===== config.mk =====
export PLATFORM = sky130hd
export DESIGN_NAME = absorb_fsm
export DESIGN_NICKNAME = d
export VERILOG_FILES = /design/src/rtl/absorb_fsm.sv
export SDC_FILE = /design/constraint.sdc
export NUM_CORES = 1
export LEC_CHECK = 0
export CAP_MARGIN = 20
export CORE_AREA = 5 5 42 44
export DETAILED_ROUTE_END_ITERATION = 7
export DIE_AREA = 0 0 47 49
export DONT_BUFFER_PORTS = 1
export GPL_TIMING_DRIVEN = 0
export RECOVER_POWER = 50
export SLEW_MARGIN = 20
export SYNTH_ARGS = -nofsm -noshare
export SYNTH_HDL_FRONTEND = slang
export SYNTH_SLANG_ARGS = --single-unit

===== constraint.sdc =====
create_clock -name clk -period 3.1 [get_ports clk]
set_input_delay 0.155 -clock clk [delete_from_list [all_inputs] [get_ports clk]]
set_output_delay 0.155 -clock clk [all_outputs]
set_load 0.1 [all_outputs]

===== src/rtl/absorb_fsm.sv =====
// Control sequencer for a Keccak sponge: absorbs padded blocks, runs NUM_ROUNDS
// rounds per permutation and hands rate blocks to the output stage when squeezing.
module absorb_fsm #(
    parameter int NUM_ROUNDS = 24,
    parameter int ROUND_W    = 5
) (
    input  logic               clk,
    input  logic               rst,
    input  logic               input_buffer_ready_wr,
    input  logic               last_block_in_buffer_wr,
    output logic               input_buffer_ready,
    output logic               state_reset,
    output logic               absorb_enable,
    output logic               round_enable,
    output logic [ROUND_W-1:0] round_index,
    input  logic               output_buffer_busy,
    input  logic               last_output_block,
    output logic               output_buffer_wr,
    output logic               output_last,
    output logic [2:0]         fsm_state
);

    typedef enum logic [2:0] {
        S_RESET        = 3'd0,
        S_WAIT_BLOCK   = 3'd1,
        S_ABSORB       = 3'd2,
        S_PERMUTE      = 3'd3,
        S_SQUEEZE_WAIT = 3'd4
    } state_t;

    localparam logic [ROUND_W-1:0] LAST_ROUND = ROUND_W'(NUM_ROUNDS - 1);

    state_t             state_q, state_d;
    logic               ibr_q;
    logic               last_q;
    logic               absorb_last_q;
    logic [ROUND_W-1:0] round_q;
    logic               squeeze_done;

    assign input_buffer_ready = ibr_q;
    assign fsm_state          = state_q;

    always_ff @(posedge clk) begin
        if (rst) begin
            state_q <= S_RESET;
        end else begin
            state_q <= state_d;
        end
    end

    // last_q belongs to the block waiting in the buffer; absorb_last_q to the
    // message currently being permuted, so a new write cannot disturb it.
    always_ff @(posedge clk) begin
        if (rst) begin
            ibr_q         <= 1'b0;
            last_q        <= 1'b0;
            absorb_last_q <= 1'b0;
            round_q       <= '0;
        end else begin
            if (input_buffer_ready_wr) begin
                ibr_q  <= 1'b1;
                last_q <= last_block_in_buffer_wr;
            end else if (state_q == S_ABSORB) begin
                ibr_q <= 1'b0;
            end

            if (state_q == S_ABSORB) begin
                absorb_last_q <= last_q;
            end else if (squeeze_done) begin
                absorb_last_q <= 1'b0;
            end

            if (state_q == S_ABSORB) begin
                round_q <= '0;
            end else if (state_q == S_PERMUTE) begin
                round_q <= (round_q == LAST_ROUND) ? '0 : round_q + ROUND_W'(1);
            end
        end
    end

    always_comb begin
        state_d          = state_q;
        state_reset      = 1'b0;
        absorb_enable    = 1'b0;
        round_enable     = 1'b0;
        round_index      = '0;
        output_buffer_wr = 1'b0;
        output_last      = 1'b0;
        squeeze_done     = 1'b0;

        case (state_q)
            S_RESET: begin
                state_reset = 1'b1;
                state_d     = S_WAIT_BLOCK;
            end
            S_WAIT_BLOCK: begin
                if (ibr_q) state_d = S_ABSORB;
            end
            S_ABSORB: begin
                absorb_enable = 1'b1;
                state_d       = S_PERMUTE;
            end
            S_PERMUTE: begin
                round_enable = 1'b1;
                round_index  = round_q;
                if (round_q == LAST_ROUND) begin
                    state_d = absorb_last_q ? S_SQUEEZE_WAIT : S_WAIT_BLOCK;
                end
            end
            S_SQUEEZE_WAIT: begin
                // Copy pulse is Mealy so the block leaves the moment the output stage frees up.
                if (!output_buffer_busy) begin
                    output_buffer_wr = 1'b1;
                    if (last_output_block) begin
                        output_last  = 1'b1;
                        state_reset  = 1'b1;
                        squeeze_done = 1'b1;
                        state_d      = S_WAIT_BLOCK;
                    end else begin
                        state_d = S_PERMUTE;
                    end
                end
            end
            default: state_d = S_RESET;
        endcase

        if (rst) begin
            state_reset      = 1'b0;
            absorb_enable    = 1'b0;
            round_enable     = 1'b0;
            round_index      = '0;
            output_buffer_wr = 1'b0;
            output_last      = 1'b0;
            squeeze_done     = 1'b0;
        end
    end

endmodule

# [Yosys cells after proc, flatten, opt, wreduce, memory -nomap -nowiden]
# Index checks and enable logic that the tools add are counted.
# W data, S select, Z words.
[totals] wordCells=45 input_bits=6 regBits=11 output_inout_bits=14
[classes] n_reduce_logical=5 n_addsub=1 n_eq_ne=8 muxes=26
[ops] cell="$mux W1" n=16
[ops] cell="$mux W5" n=3
[ops] cell="$pmux W3 S5" n=1
[ops] cell="$mux W3" n=4
[ops] cell="$eq A3 B2 Y1 const B" n=2
[ops] cell="$add A5 B1 Y5 const B" n=1
[ops] cell="$eq A5 B5 Y1 const B" n=1
[ops] cell="$ne A2 B2 Y1 const B" n=2
[ops] cell="$reduce_bool A2 Y1" n=2
[ops] cell="$eq A3 B1 Y1 const B" n=1
[ops] cell="$eq A3 B3 Y1 const B" n=1
[ops] cell="$logic_not A3 Y1" n=1
[ops] cell="$reduce_and A3 Y1" n=1
[ops] cell="$mux W2" n=1
[ops] cell="$ne A2 B1 Y1 const B" n=1
[ops] cell="$pmux W1 S2" n=1
[ops] cell="$reduce_or A2 Y1" n=1

# [Logic depth before layout (Yosys ltp)]
# Gate-level depths: netlist (run 1).
[depth] word_depth=6 depth_mapped=4 depth_no_buf=4

# [Least setup slack after synthesis (run 1)]
# Ideal clock, no wire load.
[synth_path] kind="reg-to-output" startpoint="register state_q[1] (netlist: fsm_state[1])" endpoint="output port round_index[0]" arrival_ns=3.543 slack_ns=-0.598 stages_incl_launch_ff=4 path_cell_list="dfxtp_1 -> nand3b_4 -> nor2_1 -> and2_1"
[synth_between] elab_chain_cells=3
[synth_rtl] item="start: declaration" line="33" source="state_t state_q, state_d;"
[synth_rtl] item="start signal: assignment" line="47" source="state_q <= state_d;"
[synth_rtl] item="$eq A3 B2 Y1" line="91" source="case (state_q)"
[synth_rtl] item="$mux W5" line="91"
[synth_rtl] item="$mux W5" line="127" source="if (rst) begin"
[synth_rtl] item="end: declaration" line="15" source="output logic [ROUND_W-1:0] round_index,"
# No other way between the ends.

# [Worst setup path after layout (run 1)]
[layout_path] startpoint="register state_q[2] (netlist: fsm_state[2])" endpoint="output port round_index[4]"
# Same word-level chain as after synthesis.

==> flow_results.xml, run 1 <==
<?xml version="1.0" encoding="UTF-8"?>
<metrics>
  <group name="timing">
    <metric name="fin_hold_viols" unit="">0</metric>
    <metric name="maximum_clock_frequency" unit="GHz">0.343</metric>
    <metric name="maxSlewViolCount" unit="">0</metric>
    <metric name="finalClockSkew" unit="ns">0.00512</metric>
    <metric name="setup_repair_after_global_routing_missed_its_margin" unit="">false</metric>
    <metric name="period_share" unit="%">94.1</metric>
    <metric name="tightest_slew" unit="ns">1.18</metric>
    <metric name="period_minus_slack" unit="ns">2.92</metric>
    <metric name="final-setup-viol-count" unit="">0</metric>
    <metric name="layout_setup_ws" unit="ns">0.184</metric>
    <metric name="timing.slew.headroom" unit="%">21.2</metric>
  </group>
  <group name="critical_path">
    <metric name="rr_startpoint" unit="">fsm_state[2]$_SDFFE_PP0P_</metric>
    <metric name="end_kind" unit="">output pin</metric>
    <metric name="kind_of_start_point_of_the_critical_path" unit="">flip-flop</metric>
    <metric name="crit_required" unit="ns">2.94</metric>
    <metric name="crit_path_max_fanout" unit="">10</metric>
    <metric name="worst_ep_arrival_time" unit="ns">2.76</metric>
    <metric name="timing_worst_setup_path_type" unit="">reg -&gt; out</metric>
    <metric name="critical_path.reg2reg.endpoint" unit="">round_q[3]$_SDFFE_PP0N_</metric>
    <metric name="worst-r2r-cell-count" unit="">4</metric>
    <metric name="timing.reg2reg.setup_slack" unit="ns">1.03</metric>
  </group>
  <group name="synth">
    <metric name="combinational_family_with_the_most_area_after_synthesis" unit="">simple AND/OR/NAND/NOR gates</metric>
    <metric name="netlist_instances" unit="">78</metric>
    <metric name="synth.ff_latch_count" unit="">11</metric>
    <metric name="share_of_async_settable_or_async_resettable_flops_after_synthesis" unit="%">0</metric>
    <metric name="synthesized_area_fraction_occupied_by_ao_oa_aoi_and_oai_cells" unit="%">18.9</metric>
    <metric name="synth.yosys.warnings" unit="">0</metric>
    <metric name="synth_edf_count" unit="">0</metric>
    <metric name="muxShareOfSynthArea" unit="%">3.09</metric>
    <metric name="synth_simple_gate_area_share" unit="%">36.1</metric>
    <metric name="yosys.area_share.adder" unit="%">1.93</metric>
    <metric name="netlist_area" unit="µm²">648</metric>
    <metric name="avg_cell_area_syn" unit="µm²">8.31</metric>
    <metric name="synth_ff_type" unit="">sky130_fd_sc_hd__dfxtp_1</metric>
    <metric name="synth.net_count" unit="">85</metric>
    <metric name="synth_xor_area_share" unit="%">1.35</metric>
    <metric name="ys_seq_area_share" unit="%">34.0</metric>
    <metric name="yosys_cell_types" unit="">34</metric>
  </group>
  <group name="global_routing">
    <metric name="globalRoute.totalOverflow" unit="">0</metric>
    <metric name="grt_overall_usage" unit="%">14.3</metric>
    <metric name="antenna_found_initial" unit="">0</metric>
    <metric name="largest_net_degree_at_the_start_of_global_routing" unit="">11</metric>
    <metric name="grt_first_pass_wirelength" unit="mm">2.41</metric>
    <metric name="number_of_global_route_vias_before_repair" unit="">554</metric>
  </group>
  <group name="power_and_ir_drop">
    <metric name="post-layout-total-power" unit="µW">326</metric>
    <metric name="pwr-share-comb" unit="%">16.1</metric>
    <metric name="sw_frac_of_total" unit="%">35.2</metric>
    <metric name="p_sw" unit="µW">115</metric>
    <metric name="peakVddDrop" unit="µV">202</metric>
    <metric name="cellLeakagePower" unit="nW">0.282</metric>
    <metric name="power-per-cell-area" unit="mW/mm²">432</metric>
    <metric name="pwr-share-clk" unit="%">29.7</metric>
    <metric name="internal_dissipation" unit="µW">211</metric>
    <metric name="seq_power_share" unit="%">54.2</metric>
  </group>
  <group name="finish">
    <metric name="area.sequential" unit="µm²">223</metric>
    <metric name="layout.nets" unit="">91</metric>
    <metric name="layout-drive-gt1-share" unit="%">19.3</metric>
    <metric name="multiInputGateArea" unit="µm²">447</metric>
    <metric name="areaGrowthSynthToFinish" unit="%">16.4</metric>
    <metric name="layout.filler_cells" unit="">142</metric>
    <metric name="final_util" unit="%">53.8</metric>
    <metric name="number_of_antenna_cells_inserted" unit="">0</metric>
  </group>
  <group name="placed_design">
    <metric name="finalWeightedCongestion" unit="">0.798</metric>
    <metric name="io_buffers" unit="">0</metric>
    <metric name="detailed_place_hpwl" unit="mm">1.06</metric>
    <metric name="post-place-ws" unit="ns">0.0842</metric>
  </group>
  <group name="hold_path">
    <metric name="min_to" unit="">last_q$_SDFFE_PP0P_</metric>
    <metric name="worst_hold_startpoint" unit="">last_block_in_buffer_wr</metric>
    <metric name="worst_hold_path_type" unit="">in -&gt; reg</metric>
    <metric name="timing.hold.worst_path_depth" unit="">2</metric>
  </group>
  <group name="detailed_routing">
    <metric name="via_per_inst" unit="">5.82</metric>
    <metric name="route.vias.total" unit="">576</metric>
    <metric name="dr.pass1.iters" unit="">4</metric>
    <metric name="drc" unit="">0</metric>
    <metric name="wl_per_cell" unit="µm">14.0</metric>
    <metric name="first_iteration_detailed_routing_drc_count" unit="">6</metric>
    <metric name="postRouteWirelength" unit="mm">1.38</metric>
    <metric name="postRouteAntennaNets" unit="">0</metric>
  </group>
  <group name="floorplanning">
    <metric name="floorplan.die.width" unit="µm">47</metric>
    <metric name="io_pins" unit="">20</metric>
    <metric name="initial_utilization" unit="%">46.3</metric>
    <metric name="dieArea" unit="mm²">0.00230</metric>
    <metric name="num_rows" unit="">14</metric>
    <metric name="core_area" unit="mm²">0.00140</metric>
    <metric name="die_height" unit="µm">49</metric>
  </group>
  <group name="cts">
    <metric name="clk_transition_reported_paths" unit="ns">0.07</metric>
    <metric name="clk_path_buf_depth" unit="">2</metric>
    <metric name="cts.htree.levels" unit="">1</metric>
    <metric name="cts-root-buf" unit="">sky130_fd_sc_hd__clkbuf_4</metric>
    <metric name="tritoncts" unit="">built</metric>
    <metric name="clkSinkCount" unit="">11</metric>
    <metric name="clk_latency" unit="ns">0.27</metric>
    <metric name="cts_made_buffers" unit="">3</metric>
  </group>
  <group name="run">
    <metric name="cap_viol_max_count" unit="">0</metric>
  </group>
  <group name="status">
    <metric name="status" unit="">completed</metric>
  </group>
</metrics>
-- stage by stage --
stage          setup TNS [ns]  cells  instance area, µm²  hold slack [ns]
2_1_floorplan               0     78                 676            0.284
3_3_place_gp          -0.0792     94                 696            0.288
3_5_place_dp                0     94                 724            0.300
4_1_cts                     0     98                 753         0.000904
5_1_grt                     0     99                 754           0.0688
6_report                    0     99                 754           0.0427
-- power by group through the flow --
stage / Sequential (mW) / Clock, mW / Combinational, mW
floorplan: 0.178 / 0 / 0.0435
global placement: 0.180 / 0 / 0.0492
detailed placement: 0.180 / 0 / 0.0525
CTS: 0.177 / 0.103 / 0.0524
global route: 0.177 / 0.109 / 0.0571
finish: 0.176 / 0.0969 / 0.0524
-- metal layers --
| metal | GRT usage (%) | vias to the layer above | part of all wire [%] |
|---|---|---|---|
| met5 | 0 | - | 0 |
| met4 | 9.68 | 0 | 2.9 |
| li1 | - | 297 | - |
| met2 | 20.4 | 14 | 46 |
| met1 | 18.1 | 261 | 44 |
| met3 | 3.32 | 4 | 6.7 |
-- state kept, by name, indices dropped and copies added (netlist names) --
| name | count |
|---|---|
| fsm_state | 3 |
| last_q | 1 |
| round_q | 5 |
| absorb_last_q | 1 |
| input_buffer_ready | 1 |
-- cell type report --
class | count | share of cell area [%]
well taps | 16 | 2.65
multi-input cells | 60 | 59.2
repair buffers | 1 | 1.33
flip-flops and latches | 11 | 29.5
plain buffers | 4 | 2.32
inverters | 3 | 1.49
clock buffers | 4 | 3.48
-- Yosys cell counts, types with 2 or more instances --
master / instances / share of area, %
sky130_fd_sc_hd__inv_1: 3 / 1.7
sky130_fd_sc_hd__o21ai_0: 3 / 2.3
sky130_fd_sc_hd__nor2_1: 6 / 3.5
sky130_fd_sc_hd__and2_1: 4 / 3.9
sky130_fd_sc_hd__or3_1: 2 / 1.9
sky130_fd_sc_hd__a21oi_1: 8 / 6.2
sky130_fd_sc_hd__nand2b_1: 3 / 2.9
sky130_fd_sc_hd__a31oi_1: 2 / 1.9
sky130_fd_sc_hd__or4_1: 2 / 2.3
sky130_fd_sc_hd__mux2i_1: 2 / 3.1
sky130_fd_sc_hd__buf_2: 3 / 2.3
sky130_fd_sc_hd__nand3_1: 2 / 1.5
sky130_fd_sc_hd__nor3_1: 4 / 3.1
sky130_fd_sc_hd__dfxtp_1: 11 / 34
sky130_fd_sc_hd__nand2_1: 4 / 2.3
-- cells by family (layout without fill, tap and decap cells) --
family	Yosys count	in the layout
compound gates	20	20
xor+xnor	1	1
fa+ha+maj	1	1
buf+inv	7	12
flops	11	11
mux	2	2
simple gates	36	36
-- worst max path at each step --
| stage | to | startpoint | slack [ns] |
|---|---|---|---|
| floorplan | state_reset | fsm_state[1]$_SDFFE_PP0P_ | 0.002 |
| global placement | state_reset | fsm_state[1]$_SDFFE_PP0P_ | -0.08 |
| detailed placement | round_index[4] | fsm_state[0]$_SDFFE_PP0P_ | 0.08 |
| CTS | round_index[4] | fsm_state[2]$_SDFFE_PP0P_ | 0.17 |
| global route | round_index[2] | fsm_state[2]$_SDFFE_PP0P_ | 0.1 |
| finish | round_index[4] | fsm_state[2]$_SDFFE_PP0P_ | 0.18 |
-- placed cells by master (no fill, tap or decap), types with 2 or more instances in the layout --
cell type and n:
sky130_fd_sc_hd__nand2b_1 4, sky130_fd_sc_hd__dfxtp_2 2, sky130_fd_sc_hd__mux2i_1 2, sky130_fd_sc_hd__a31oi_1 2, sky130_fd_sc_hd__o21ai_0 3, sky130_fd_sc_hd__clkbuf_1 3
sky130_fd_sc_hd__nand2_1 4, sky130_fd_sc_hd__or4_1 2, sky130_fd_sc_hd__inv_1 3, sky130_fd_sc_hd__a21oi_1 7, sky130_fd_sc_hd__buf_2 2, sky130_fd_sc_hd__dfxtp_1 9
sky130_fd_sc_hd__and2_1 4, sky130_fd_sc_hd__nor3_4 4, sky130_fd_sc_hd__or3_1 2, sky130_fd_sc_hd__nor2_1 5, sky130_fd_sc_hd__clkbuf_4 3, sky130_fd_sc_hd__nand3_1 2
-- critical path, stage by stage (launching register included) --
cell	delay, ns
sky130_fd_sc_hd__dfxtp_1	0.65
sky130_fd_sc_hd__nand3b_4	0.40
sky130_fd_sc_hd__nor2_4	0.58
sky130_fd_sc_hd__and2_1	0.86
-- timing repair --
action | CTS | global route
setup endpoints to repair | 4 | 0
setup buffers | 0 | 0
endpoints found under the hold margin | 0 | 1
hold buffers | 0 | 1
gates resized for setup | 2 | 0
No activity file was read; power rests on OpenSTA's default activity.
==> run 2, diff against run 1 <==
--- a/config.mk
+++ b/config.mk
@@ -5,12 +5,14 @@
 export SDC_FILE = /design/constraint.sdc
 export NUM_CORES = 1
 export LEC_CHECK = 0
+export ABC_AREA = 1
 export CAP_MARGIN = 20
 export CORE_AREA = 5 5 42 44
 export DETAILED_ROUTE_END_ITERATION = 7
 export DIE_AREA = 0 0 47 49
 export DONT_BUFFER_PORTS = 1
 export GPL_TIMING_DRIVEN = 0
+export PLACE_DENSITY = 0.65
 export RECOVER_POWER = 50
 export SLEW_MARGIN = 20
 export SYNTH_ARGS = -nofsm -noshare
==> run 2 against run 1 <==
The run now ends with negative setup slack left. Non-clock buffer count unchanged. First-iteration DRC count rose by 67%. Sequential share of layout area down 1.1 points. Clock-buffer cell count unchanged. Global-route usage fell by 0.80 points. Register-to-register slack lost 0.26 ns. Largest power group is now combinational logic. Highest routed layer unchanged. Wire length did not move. Clock skew about the same. Critical path type unchanged.
==> flow_results.xml, run 2 <==
<?xml version="1.0" encoding="UTF-8"?>
<metrics>
  <group name="cts">
    <metric name="cts_setup_buffers" unit="">0</metric>
    <metric name="clk_path_buf_depth" unit="">2</metric>
    <metric name="cts-hold-fix-buffers" unit="">0</metric>
    <metric name="tritoncts" unit="">built</metric>
    <metric name="clk_transition_reported_paths" unit="ns">0.08</metric>
    <metric name="cts.htree.levels" unit="">1</metric>
    <metric name="clk_latency" unit="ns">0.27</metric>
    <metric name="cts_made_buffers" unit="">3</metric>
    <metric name="cts-root-buf" unit="">sky130_fd_sc_hd__clkbuf_4</metric>
    <metric name="clkSinkCount" unit="">11</metric>
  </group>
  <group name="synth">
    <metric name="synth.net_count" unit="">104</metric>
    <metric name="ys_seq_area_share" unit="%">33.0</metric>
    <metric name="synth_edf_count" unit="">0</metric>
    <metric name="synth_top_area_share" unit="%">33.0</metric>
    <metric name="netlist.top_cell.by_area" unit="">sky130_fd_sc_hd__dfxtp_1</metric>
    <metric name="share_of_async_settable_or_async_resettable_flops_after_synthesis" unit="%">0</metric>
    <metric name="netlist_area" unit="µm²">667</metric>
    <metric name="synth_common_cells" unit="">sky130_fd_sc_hd__nand2_1, sky130_fd_sc_hd__inv_1, sky130_fd_sc_hd__nor2_1</metric>
    <metric name="netlist_instances" unit="">97</metric>
    <metric name="avg_cell_area_syn" unit="µm²">6.88</metric>
    <metric name="yosys_cell_types" unit="">24</metric>
    <metric name="synth_ff_type" unit="">sky130_fd_sc_hd__dfxtp_1</metric>
    <metric name="synth.ff_latch_count" unit="">11</metric>
    <metric name="synth.yosys.warnings" unit="">0</metric>
    <metric name="biggest_area_contributors_in_the_synthesized_netlist" unit="">sky130_fd_sc_hd__dfxtp_1, sky130_fd_sc_hd__nand2_1, sky130_fd_sc_hd__inv_1, sky130_fd_sc_hd__nor2_1, sky130_fd_sc_hd__a21oi_1</metric>
    <metric name="synth_most_common_cell" unit="">sky130_fd_sc_hd__nand2_1</metric>
  </group>
  <group name="placed_design">
    <metric name="detailed_place_hpwl" unit="mm">1.13</metric>
    <metric name="finalWeightedCongestion" unit="">0.782</metric>
    <metric name="io_buffers" unit="">0</metric>
    <metric name="post-place-ws" unit="ns">0.134</metric>
  </group>
  <group name="finish">
    <metric name="max_ffs_per_register" unit="">5</metric>
    <metric name="layout.filler_cells" unit="">133</metric>
    <metric name="number_of_antenna_cells_inserted" unit="">0</metric>
    <metric name="layout-drive-gt1-share" unit="%">22.9</metric>
    <metric name="most_frequent_cells_in_the_layout" unit="">sky130_fd_sc_hd__nand2_1, sky130_fd_sc_hd__inv_1, sky130_fd_sc_hd__nor2_1, sky130_fd_sc_hd__dfxtp_1, sky130_fd_sc_hd__nand3_1</metric>
    <metric name="largest-register" unit="">round_q</metric>
    <metric name="areaGrowthSynthToFinish" unit="%">16.7</metric>
    <metric name="layout.nets" unit="">113</metric>
    <metric name="most_common_library_cell_in_the_layout_ignoring_fill_and_taps" unit="">sky130_fd_sc_hd__nand2_1</metric>
  </group>
  <group name="detailed_routing">
    <metric name="route.vias.total" unit="">618</metric>
    <metric name="dr.pass1.iters" unit="">4</metric>
    <metric name="wl_per_cell" unit="µm">11.4</metric>
    <metric name="postRouteAntennaNets" unit="">0</metric>
    <metric name="first_iteration_detailed_routing_drc_count" unit="">10</metric>
    <metric name="via_per_inst" unit="">5.11</metric>
    <metric name="drc" unit="">0</metric>
    <metric name="postRouteWirelength" unit="mm">1.38</metric>
  </group>
  <group name="floorplanning">
    <metric name="dieArea" unit="mm²">0.00230</metric>
    <metric name="io_pins" unit="">20</metric>
    <metric name="initial_utilization" unit="%">47.6</metric>
    <metric name="floorplan.die.width" unit="µm">47</metric>
    <metric name="die_height" unit="µm">49</metric>
    <metric name="core_area" unit="mm²">0.00140</metric>
    <metric name="num_rows" unit="">14</metric>
  </group>
  <group name="critical_path">
    <metric name="crit_required" unit="ns">2.94</metric>
    <metric name="crit_path_max_fanout" unit="">7</metric>
    <metric name="crit_start" unit="">fsm_state[0]$_SDFFE_PP0P_</metric>
    <metric name="path_cells" unit="">nand2_2, nor2_4, inv_4, nor2_8, inv_4, nor2_2</metric>
    <metric name="cpMaxStageDelayCell" unit="">sky130_fd_sc_hd__dfxtp_1</metric>
    <metric name="critical_path.max_stage_delay" unit="ns">1.02</metric>
    <metric name="kind_of_start_point_of_the_critical_path" unit="">flip-flop</metric>
    <metric name="end_kind" unit="">output pin</metric>
    <metric name="rr_startpoint" unit="">fsm_state[2]$_SDFFE_PP0P_</metric>
    <metric name="timing_worst_setup_path_type" unit="">reg -&gt; out</metric>
    <metric name="crit_path_frequent_cell" unit="">sky130_fd_sc_hd__inv_4</metric>
    <metric name="worst_ep_arrival_time" unit="ns">3.08</metric>
  </group>
  <group name="timing">
    <metric name="layout_setup_ws" unit="ns">-0.130</metric>
    <metric name="maxSlewViolCount" unit="">0</metric>
    <metric name="period_minus_slack" unit="ns">3.23</metric>
    <metric name="period_share" unit="%">104</metric>
    <metric name="final-setup-viol-count" unit="">4</metric>
    <metric name="tightest_slew" unit="ns">1.23</metric>
    <metric name="setup_repair_after_global_routing_missed_its_margin" unit="">true</metric>
    <metric name="timing.slew.headroom" unit="%">17.9</metric>
    <metric name="finalClockSkew" unit="ns">0.00559</metric>
    <metric name="maximum_clock_frequency" unit="GHz">0.310</metric>
    <metric name="fin_hold_viols" unit="">0</metric>
  </group>
  <group name="power_and_ir_drop">
    <metric name="cellLeakagePower" unit="nW">0.345</metric>
    <metric name="post-layout-total-power" unit="µW">711</metric>
    <metric name="power-per-cell-area" unit="mW/mm²">913</metric>
    <metric name="peakVddDrop" unit="µV">399</metric>
  </group>
  <group name="global_routing">
    <metric name="largest_net_degree_at_the_start_of_global_routing" unit="">10</metric>
    <metric name="grt_overall_usage" unit="%">13.5</metric>
    <metric name="globalRoute.totalOverflow" unit="">0</metric>
    <metric name="grt_first_pass_wirelength" unit="mm">2.25</metric>
    <metric name="antenna_found_initial" unit="">0</metric>
    <metric name="number_of_global_route_vias_before_repair" unit="">546</metric>
  </group>
  <group name="hold_path">
    <metric name="worst_hold_path_type" unit="">in -&gt; reg</metric>
    <metric name="worst_hold_startpoint" unit="">last_block_in_buffer_wr</metric>
  </group>
  <group name="run">
    <metric name="cap_viol_max_count" unit="">0</metric>
  </group>
  <group name="status">
    <metric name="status" unit="">finished with violations</metric>
    <metric name="violations" unit="">negative setup slack</metric>
  </group>
</metrics>
-- run 2: cell count changes after synthesis, moves of 3 or more --
cell                       change
sky130_fd_sc_hd__a21oi_1       -3
sky130_fd_sc_hd__and2_1        -4
sky130_fd_sc_hd__buf_2         -3
sky130_fd_sc_hd__inv_1        +11
sky130_fd_sc_hd__nand2_1      +13
sky130_fd_sc_hd__nand2b_1      -3
sky130_fd_sc_hd__nand3_1       +3
sky130_fd_sc_hd__nor2_1        +8
sky130_fd_sc_hd__nor2_2        +4
-- run 2: logic make-up after synthesis --
| group | after synthesis | share of synthesized area [%] |
|---|---|---|
| and+or+nand+nor | 53 | 42.2 |
| DFF | 11 | 33.0 |
| AOI/OAI and AO/OA | 13 | 10.7 |
| buffers and inverters | 19 | 12.2 |
| adders and majority gates | 1 | 1.88 |
-- run 2: final timing paths --
path                                 to  slack [ns]  depth (start not counted)
min                 last_q$_SDFFE_PP0P_        0.02                          2
max                      round_index[1]       -0.13                          6
max reg2reg     round_q[1]$_SDFFE_PP0N_        0.77                          8
min reg2reg  absorb_last_q$_SDFFE_PP0P_        0.47                          2
-- run 2: power by group --
part           internal (mW)  leakage, nW  switching [mW]  total [mW]
registers              0.167       0.0904           0.116       0.283
logic                 0.0833        0.240           0.242       0.325
clock network         0.0499       0.0150          0.0530       0.103
total                  0.300        0.345           0.410       0.711
-- run 2: layout make-up --
type | count | area, µm² | share of cell area [%]
inverters | 18 | 73.8 | 9.49
multi-input cells | 67 | 383 | 49.2
plain buffers | 1 | 7.51 | 0.965
well taps | 16 | 20.0 | 2.57
clock buffers | 4 | 26.3 | 3.38
repair buffers | 4 | 46.3 | 5.95
flip-flops and latches | 11 | 221 | 28.5
-- run 2: per-layer routing --
layer	vias up	share of wire (%)	global-route usage, %
met4	0	2.2	8.29
met2	17	46	17.9
met3	4	5.8	4.43
met5	-	0	0
met1	278	46	18.1
li1	319	-	-
-- run 2: metrics by stage --
| stage | cells | cell area, µm² | hold WS, ns | utilization (%) | setup TNS, ns |
|---|---|---|---|---|---|
| 2_1_floorplan | 97 | 672 | 0.290 | - | -0.0327 |
| 3_3_place_gp | 113 | 692 | 0.303 | 49.4 | -0.154 |
| 3_5_place_dp | 117 | 777 | 0.307 | 55.4 | 0 |
| 4_1_cts | 121 | 805 | 0.0179 | 57.4 | -0.561 |
| 5_1_grt | 121 | 778 | 0.0487 | 55.5 | -1.09 |
| 6_report | 121 | 778 | 0.0194 | 55.5 | -0.503 |
-- run 2: critical path: cells and delay by family, from the launching register on --
kind / cells / cell delay [ns]
buffers and inverters: 2 / 0.22
DFF: 1 / 1.02
and+or+nand+nor: 4 / 1.55
-- run 2: repair_timing --
action                     CTS  global route
cloned                       0             0
setup endpoints to repair    4             4
gates resized for setup      1             1
